`config.mk`:
```
export PLATFORM = sky130hd
export DESIGN_NAME = data_path
export DESIGN_NICKNAME = d
export VERILOG_FILES = /design/src/rtl/data_path.sv
export SDC_FILE = /design/constraint.sdc
export NUM_CORES = 2
export LEC_CHECK = 0
export ABC_CLOCK_PERIOD_IN_PS = 8700
export CORE_MARGIN = 4
export CORE_UTILIZATION = 32
export CTS_CLUSTER_DIAMETER = 150
export DETAILED_ROUTE_END_ITERATION = 12
export SETUP_SLACK_MARGIN = 0.5
export SYNTH_ARGS = -nofsm -noshare
export SYNTH_HDL_FRONTEND = slang
export SYNTH_SLANG_ARGS = --single-unit
```
`constraint.sdc`:
```
create_clock -name clock -period 8.7 [get_ports clock]
set_input_delay 1.74 -clock clock [delete_from_list [all_inputs] [get_ports clock]]
set_output_delay 1.74 -clock clock [all_outputs]
set_load 0.01 [all_outputs]
```
`src/rtl/data_path.sv`:
```
// data_path: 32-bit single-bus datapath for a microcoded CPU.
// Registers R0-R15, PC, IR, MAR, MDR, Y, 64-bit Z, HI, LO and a 5-bit-opcode ALU.
// Every transfer goes over one combinational bus, steered by external strobes.
// Optional feature macro: ALU_MULDIV_EN. When it is defined, the signed multiply
// (10000) and divide (01111) opcodes are implemented. When it is undefined, both
// opcodes yield C=0 and no multiplier or divider is built.
// There is no FSM here: the microcode sequencer lives outside this block.
module data_path (
  input  logic        clock,
  input  logic        clear,
  input  logic        PCout,
  input  logic        Zhighout,
  input  logic        Zlowout,
  input  logic        MDRout,
  input  logic        R0out,
  input  logic        R1out,
  input  logic        R2out,
  input  logic        R3out,
  input  logic        R4out,
  input  logic        R5out,
  input  logic        R6out,
  input  logic        R7out,
  input  logic        Cin,
  input  logic        MARin,
  input  logic        PCin,
  input  logic        MDRin,
  input  logic        IRin,
  input  logic        Yin,
  input  logic        R0in,
  input  logic        R1in,
  input  logic        R2in,
  input  logic        R3in,
  input  logic        R4in,
  input  logic        R5in,
  input  logic        R6in,
  input  logic        R7in,
  input  logic        R8in,
  input  logic        R9in,
  input  logic        R10in,
  input  logic        R11in,
  input  logic        R12in,
  input  logic        R13in,
  input  logic        R14in,
  input  logic        R15in,
  input  logic        HIin,
  input  logic        LOin,
  input  logic        ZHighIn,
  input  logic        ZLowIn,
  input  logic        IncPC,
  input  logic        Read,
  input  logic [4:0]  opcode,
  input  logic [31:0] Mdatain,
  output logic [31:0] BusMuxOut,
  output logic [31:0] IRq,
  output logic [31:0] MARq
);

  // Handshake note: there is no valid/ready protocol here. Every load enable is
  // a one-cycle strobe that takes effect at the next rising clock edge, and the
  // bus settles combinationally within the cycle the select is held.

  // Opcode encodings
  localparam logic [4:0] OP_ADD0 = 5'b00000;
  localparam logic [4:0] OP_ADD1 = 5'b00001;
  localparam logic [4:0] OP_ADD2 = 5'b00010;
  localparam logic [4:0] OP_ADD  = 5'b00011;
  localparam logic [4:0] OP_SUB  = 5'b00100;
  localparam logic [4:0] OP_AND  = 5'b00101;
  localparam logic [4:0] OP_OR   = 5'b00110;
  localparam logic [4:0] OP_ROR  = 5'b00111;
  localparam logic [4:0] OP_ROL  = 5'b01000;
  localparam logic [4:0] OP_SHR  = 5'b01001;
  localparam logic [4:0] OP_SHRA = 5'b01010;
  localparam logic [4:0] OP_SHL  = 5'b01011;
  localparam logic [4:0] OP_ADDI = 5'b01100;
  localparam logic [4:0] OP_ANDI = 5'b01101;
  localparam logic [4:0] OP_ORI  = 5'b01110;
  localparam logic [4:0] OP_DIV  = 5'b01111;
  localparam logic [4:0] OP_MUL  = 5'b10000;
  localparam logic [4:0] OP_NEG  = 5'b10001;
  localparam logic [4:0] OP_NOT  = 5'b10010;

  // Gather the per-register strobes into vectors so they can be looped over.
  logic [7:0]  r_out;
  logic [15:0] r_in;
  assign r_out = {R7out, R6out, R5out, R4out, R3out, R2out, R1out, R0out};
  assign r_in  = {R15in, R14in, R13in, R12in, R11in, R10in, R9in, R8in,
                  R7in,  R6in,  R5in,  R4in,  R3in,  R2in,  R1in, R0in};

  // State registers and their next-state values
  logic [31:0] r_q [16];
  logic [31:0] r_d [16];
  logic [31:0] pc_q,  pc_d;
  logic [31:0] ir_q,  ir_d;
  logic [31:0] mar_q, mar_d;
  logic [31:0] mdr_q, mdr_d;
  logic [31:0] y_q,   y_d;
  logic [63:0] z_q,   z_d;
  logic [31:0] hi_q,  hi_d;
  logic [31:0] lo_q,  lo_d;

  logic [31:0] bus;
  logic [31:0] c_ext;
  logic [63:0] alu_c;

  // The constant source is IR[18:0] sign-extended to 32 bits.
  assign c_ext = {{13{ir_q[18]}}, ir_q[18:0]};

  // Bus mux: later assignments override earlier ones, so the list runs from
  // lowest priority (Cin) to highest (R0out).
  always_comb begin
    bus = 32'h0;
    if (Cin)      bus = c_ext;
    if (Zlowout)  bus = z_q[31:0];
    if (Zhighout) bus = z_q[63:32];
    if (MDRout)   bus = mdr_q;
    if (PCout)    bus = pc_q;
    for (int i = 7; i >= 0; i--) begin
      if (r_out[i]) bus = r_q[i];
    end
  end

  // ALU: A is Y, B is the bus. The shift count is A[4:0] only.
  logic [31:0] alu_a, alu_b;
  logic [4:0]  sh;
  logic [63:0] dbl, ror_w, rol_w;
  assign alu_a = y_q;
  assign alu_b = bus;
  assign sh    = y_q[4:0];
  assign dbl   = {alu_b, alu_b};
  assign ror_w = dbl >> sh;
  assign rol_w = dbl << sh;

`ifdef ALU_MULDIV_EN
  logic signed [31:0] a_s, b_s;
  logic signed [63:0] a_x, b_x;
  assign a_s = $signed(alu_a);
  assign b_s = $signed(alu_b);
  assign a_x = $signed({{32{alu_a[31]}}, alu_a});
  assign b_x = $signed({{32{alu_b[31]}}, alu_b});
`endif

  // ALU operation select; the upper half of C is zero except for mul/div.
  always_comb begin
    alu_c = 64'h0;
    case (opcode)
      OP_ADD0, OP_ADD1, OP_ADD2, OP_ADD, OP_ADDI:
                     alu_c[31:0] = alu_a + alu_b;
      OP_SUB:        alu_c[31:0] = alu_a - alu_b;
      OP_AND, OP_ANDI:
                     alu_c[31:0] = alu_a & alu_b;
      OP_OR, OP_ORI: alu_c[31:0] = alu_a | alu_b;
      OP_ROR:        alu_c[31:0] = ror_w[31:0];
      OP_ROL:        alu_c[31:0] = rol_w[63:32];
      OP_SHR:        alu_c[31:0] = alu_b >> sh;
      OP_SHRA:       alu_c[31:0] = 32'($signed(alu_b) >>> sh);
      OP_SHL:        alu_c[31:0] = alu_b << sh;
`ifdef ALU_MULDIV_EN
      OP_DIV: begin
        if (alu_b != 32'h0) begin
          alu_c[31:0]  = 32'(a_s / b_s);
          alu_c[63:32] = 32'(a_s % b_s);
        end
      end
      OP_MUL:        alu_c = 64'(a_x * b_x);
`else
      OP_DIV, OP_MUL: alu_c = 64'h0;
`endif
      OP_NEG:        alu_c[31:0] = 32'h0 - alu_b;
      OP_NOT:        alu_c[31:0] = ~alu_b;
      default:       alu_c = 64'h0;
    endcase
  end

  // Next-state logic: each register holds unless its enable is set.
  always_comb begin
    for (int i = 0; i < 16; i++) begin
      r_d[i] = r_in[i] ? bus : r_q[i];
    end
    if (PCin)       pc_d = bus;
    else if (IncPC) pc_d = pc_q + 32'd1;
    else            pc_d = pc_q;
    ir_d  = IRin  ? bus : ir_q;
    mar_d = MARin ? bus : mar_q;
    mdr_d = MDRin ? (Read ? Mdatain : bus) : mdr_q;
    y_d   = Yin   ? bus : y_q;
    hi_d  = HIin  ? bus : hi_q;
    lo_d  = LOin  ? bus : lo_q;
    z_d[63:32] = ZHighIn ? alu_c[63:32] : z_q[63:32];
    z_d[31:0]  = ZLowIn  ? alu_c[31:0]  : z_q[31:0];
  end

  // State update with synchronous active-low clear.
  always_ff @(posedge clock) begin
    if (!clear) begin
      for (int i = 0; i < 16; i++) r_q[i] <= 32'h0;
      pc_q  <= 32'h0;
      ir_q  <= 32'h0;
      mar_q <= 32'h0;
      mdr_q <= 32'h0;
      y_q   <= 32'h0;
      z_q   <= 64'h0;
      hi_q  <= 32'h0;
      lo_q  <= 32'h0;
    end else begin
      for (int i = 0; i < 16; i++) r_q[i] <= r_d[i];
      pc_q  <= pc_d;
      ir_q  <= ir_d;
      mar_q <= mar_d;
      mdr_q <= mdr_d;
      y_q   <= y_d;
      z_q   <= z_d;
      hi_q  <= hi_d;
      lo_q  <= lo_d;
    end
  end

  assign BusMuxOut = bus;
  assign IRq       = ir_q;
  assign MARq      = mar_q;

endmodule

```
==> metrics.txt <==
min Tclk post-route 7.342 ns; drt wl/cell 29.92 µm; Die Y-Extent 326.0 µm; top cells by area, synth dfxtp_1 28%, mux2i_1 9.9%, nor2b_1 5.3%; leakage power total 15.66 nW; TNS Setup 0 ns; unrepaired setup endpoints after global routing no; Cell Area, Synth ~0.032 mm²; all-layer global routing usage 28.93%; detailed placement HPWL roughly 110000 µm; # rows approximately 120; Sequential Power Share 33.7%; nets slightly above 4k; post-synth top area cell dfxtp_1; WHS 0.4762 ns; GP Congestion 1.066; Clock Tree Buf Depth 3; hold-fix buffer count after cts 0; NetSw between 0.002 and 0.0025 W; Routed Wire Length 161200 µm; Required @ worst endpoint 6.96 ns; share of the synthesized area in the top cell type 27.71%; Die W 326.0 µm; setup bufs post-CTS 0; grt ovf 0; Post-synth ARST share 0%; htree depth 2; Clk Latency, worst-skew pair 0.67 ns; Comb pwr share 29.6%; Initial Utilization 32.27%; clock buffer count from CTS 54; worst-margin pin slew approximately 1.3 ns; final hold vios 0; Syn Nets 4145; CP top delay family buffers and inverters; share of layout cells above drive strength 1 10.71%; Worst setup EP type output port; warnings from Yosys 0; status completed; drt first pass iters 8; Worst setup SP type input port; clock power share 36.7%; worst min path class register to register; switching power share of the total 35.99%; clock tree sinks 448; crit share post-route a little over four fifths; WP data arrival 5.60 ns; Cells after Synth 3969; worst path buffer plus inverter count 6; global-route wire length before repair 228000 µm; synth cell count leaders 448 x dfxtp_1, 434 x nand2_1, 319 x mux2i_1; Most common cell on crit path buf_4; Fin Clk Skew around 0.031 ns; Seq cells post-synth approximately 450; CTS tree built; largest net degree at the start of global routing 112; peak supply drop 0.1519 mV; Resized cells post-CTS 0; via count 32.74k; library cells used by synthesis 100; ys flop type dfxtp_1; area of the multi-input gates between 0.02 and 0.025 mm²; Max-cap violations 0; DRT iter0 DRCs 4308; post-DR vias/cell between 6 and 7; worst-path cell chain clkdlybuf4s50_1 > buf_4 > nor2b_1 > nand3b_1 > a31oi_1 > o221ai_1 > buf_4 > inv_1 > buf_4 > clkdlybuf4s50_1; Fillers 10.30k; slowest cell delay on critical path around 0.86 ns; IO buf count 163; ANT nets after route 0; CORE AREA 0.1003 mm²; Seq/Total Area, Yosys 27.71%; most frequent cell after synthesis dfxtp_1; register area between 0.008 and 0.009 mm²; R2R setup slack 3.44 ns; io pins 175; DRC viols 0; Slew Limit Fails 0; critical-path maximum fanout 9; root buf cell clkbuf_16; Int Power between 0.004 and 0.005 W; vias in the first global route 30.41k; Post-synth EDFFs 0; CP Class input port to output port; Die Area 0.1063 mm²; Final Setup Violations 0; relative max-transition margin between 10% and 20%; clk slew on worst S/H paths roughly 0.05 ns; Slowest cell on crit path clkdlybuf4s50_1; fmax between 100 and 150 MHz; initial antenna violation count 13; Area Overhead vs Synth 15.27%; Power Density 182.1 mW/mm²; Synth Area per Inst 8.155 µm²
## worst paths after layout
| check | from | depth (start not counted) | end |
|---|---|---|---|
| worst max-delay path | Zlowout | 10 | BusMuxOut[19] |
| worst max register to register | mdr_q[0] | 20 | z_q[30] |
| worst min register to register | r_q[0][16] | 1 | r_q[0][16] |
| worst min-delay path | r_q[0][16] | 1 | r_q[0][16] |
## registers in the layout (all words and copies together) (netlist names)
signal / count
z_q: 32
r_q: 256
IRq: 32
MARq: 32
pc_q: 32
alu_a: 32
mdr_q: 32
## metal layers
metal	part of all wire (%)	routed length, µm	global-route usage [%]	vias to the layer above
met3	9.6	15520	6.414	365
met2	42	68030	43.18	1783
met1	43	68640	39.53	16100
li1	-	-	-	14490
met5	0.038	61	0	-
met4	5.5	8914	13.62	10
## layout make-up
| type | count | area share, % |
|---|---|---|
| multi-input cells | 3017 | 57.37 |
| flip-flops and latches | 448 | 24.07 |
| repair buffers | 330 | 7.458 |
| well taps | 1357 | 4.551 |
| clock buffers | 76 | 4.272 |
| inverters | 128 | 1.301 |
| clock inverters | 25 | 0.9356 |
| diodes | 5 | 0.03353 |
## kinds of logic (layout without fill, tap and decap cells)
| kind of cell | after synthesis | count (layout) | share of synthesized area (%) |
|---|---|---|---|
| AOI/OAI and AO/OA | 1158 | 1158 | 26.37 |
| xor gates and xnor gates | 69 | 69 | 1.867 |
| adders and majority gates | 97 | 97 | 3.796 |
| buffers and inverters | 504 | 559 | 6.382 |
| DFF | 448 | 448 | 27.71 |
| muxes | 384 | 384 | 13.76 |
| other | 0 | 5 | 0 |
| and+or+nand+nor | 1309 | 1309 | 20.12 |
## power by group through the flow
stage          combinational, W  sequential, W  clock (W)
5_1_grt                 0.00210        0.00230    0.00261
4_1_cts                 0.00195        0.00229    0.00254
6_report                0.00201        0.00229    0.00249
3_3_place_gp            0.00194        0.00233          0
2_1_floorplan           0.00118        0.00229          0
3_5_place_dp            0.00194        0.00233          0
## worst register-to-register path, cell delays in order (launching register included)
cell	delay, ns
dfxtp_1	0.33
a21o_1	0.19
a221oi_1	0.41
o311a_1	0.29
o21a_1	0.17
inv_1	0.17
ha_1	0.31
fa_1	0.44
a211oi_1	0.30
o21ai_0	0.16
a31o_2	0.28
a31oi_1	0.30
o31ai_1	0.16
buf_4	0.19
o41ai_1	0.26
buf_4	0.22
o221ai_1	0.20
o22ai_1	0.26
xor2_1	0.16
o22ai_1	0.09
o221a_2	0.28
## layout by cell type (no fill, tap or decap), types with 54 or more instances in the layout
cell type,count
nand3_1,61
nor2b_1,273
buf_4,166
a211oi_1,86
nor2_1,240
mux2i_1,319
clkdlybuf4s50_1,138
nand2_1,434
inv_1,104
o21ai_0,179
a21oi_1,210
dfxtp_1,443
o211a_1,145
ha_1,95
clkbuf_16,54
## metrics by stage
step	utilization [%]	power, W	cells	cell area, µm²	worst slack (ns)
2_1_floorplan	-	0.003476	3969	32370	2.425
3_3_place_gp	35.25	0.004270	5280	35360	1.072
3_5_place_dp	35.25	0.004272	5280	35360	1.060
4_1_cts	37.19	0.006775	5381	37300	1.401
5_1_grt	37.19	0.007012	5381	37300	1.233
6_report	37.20	0.006794	5386	37310	1.358
Power figures use the tool's default switching activity.
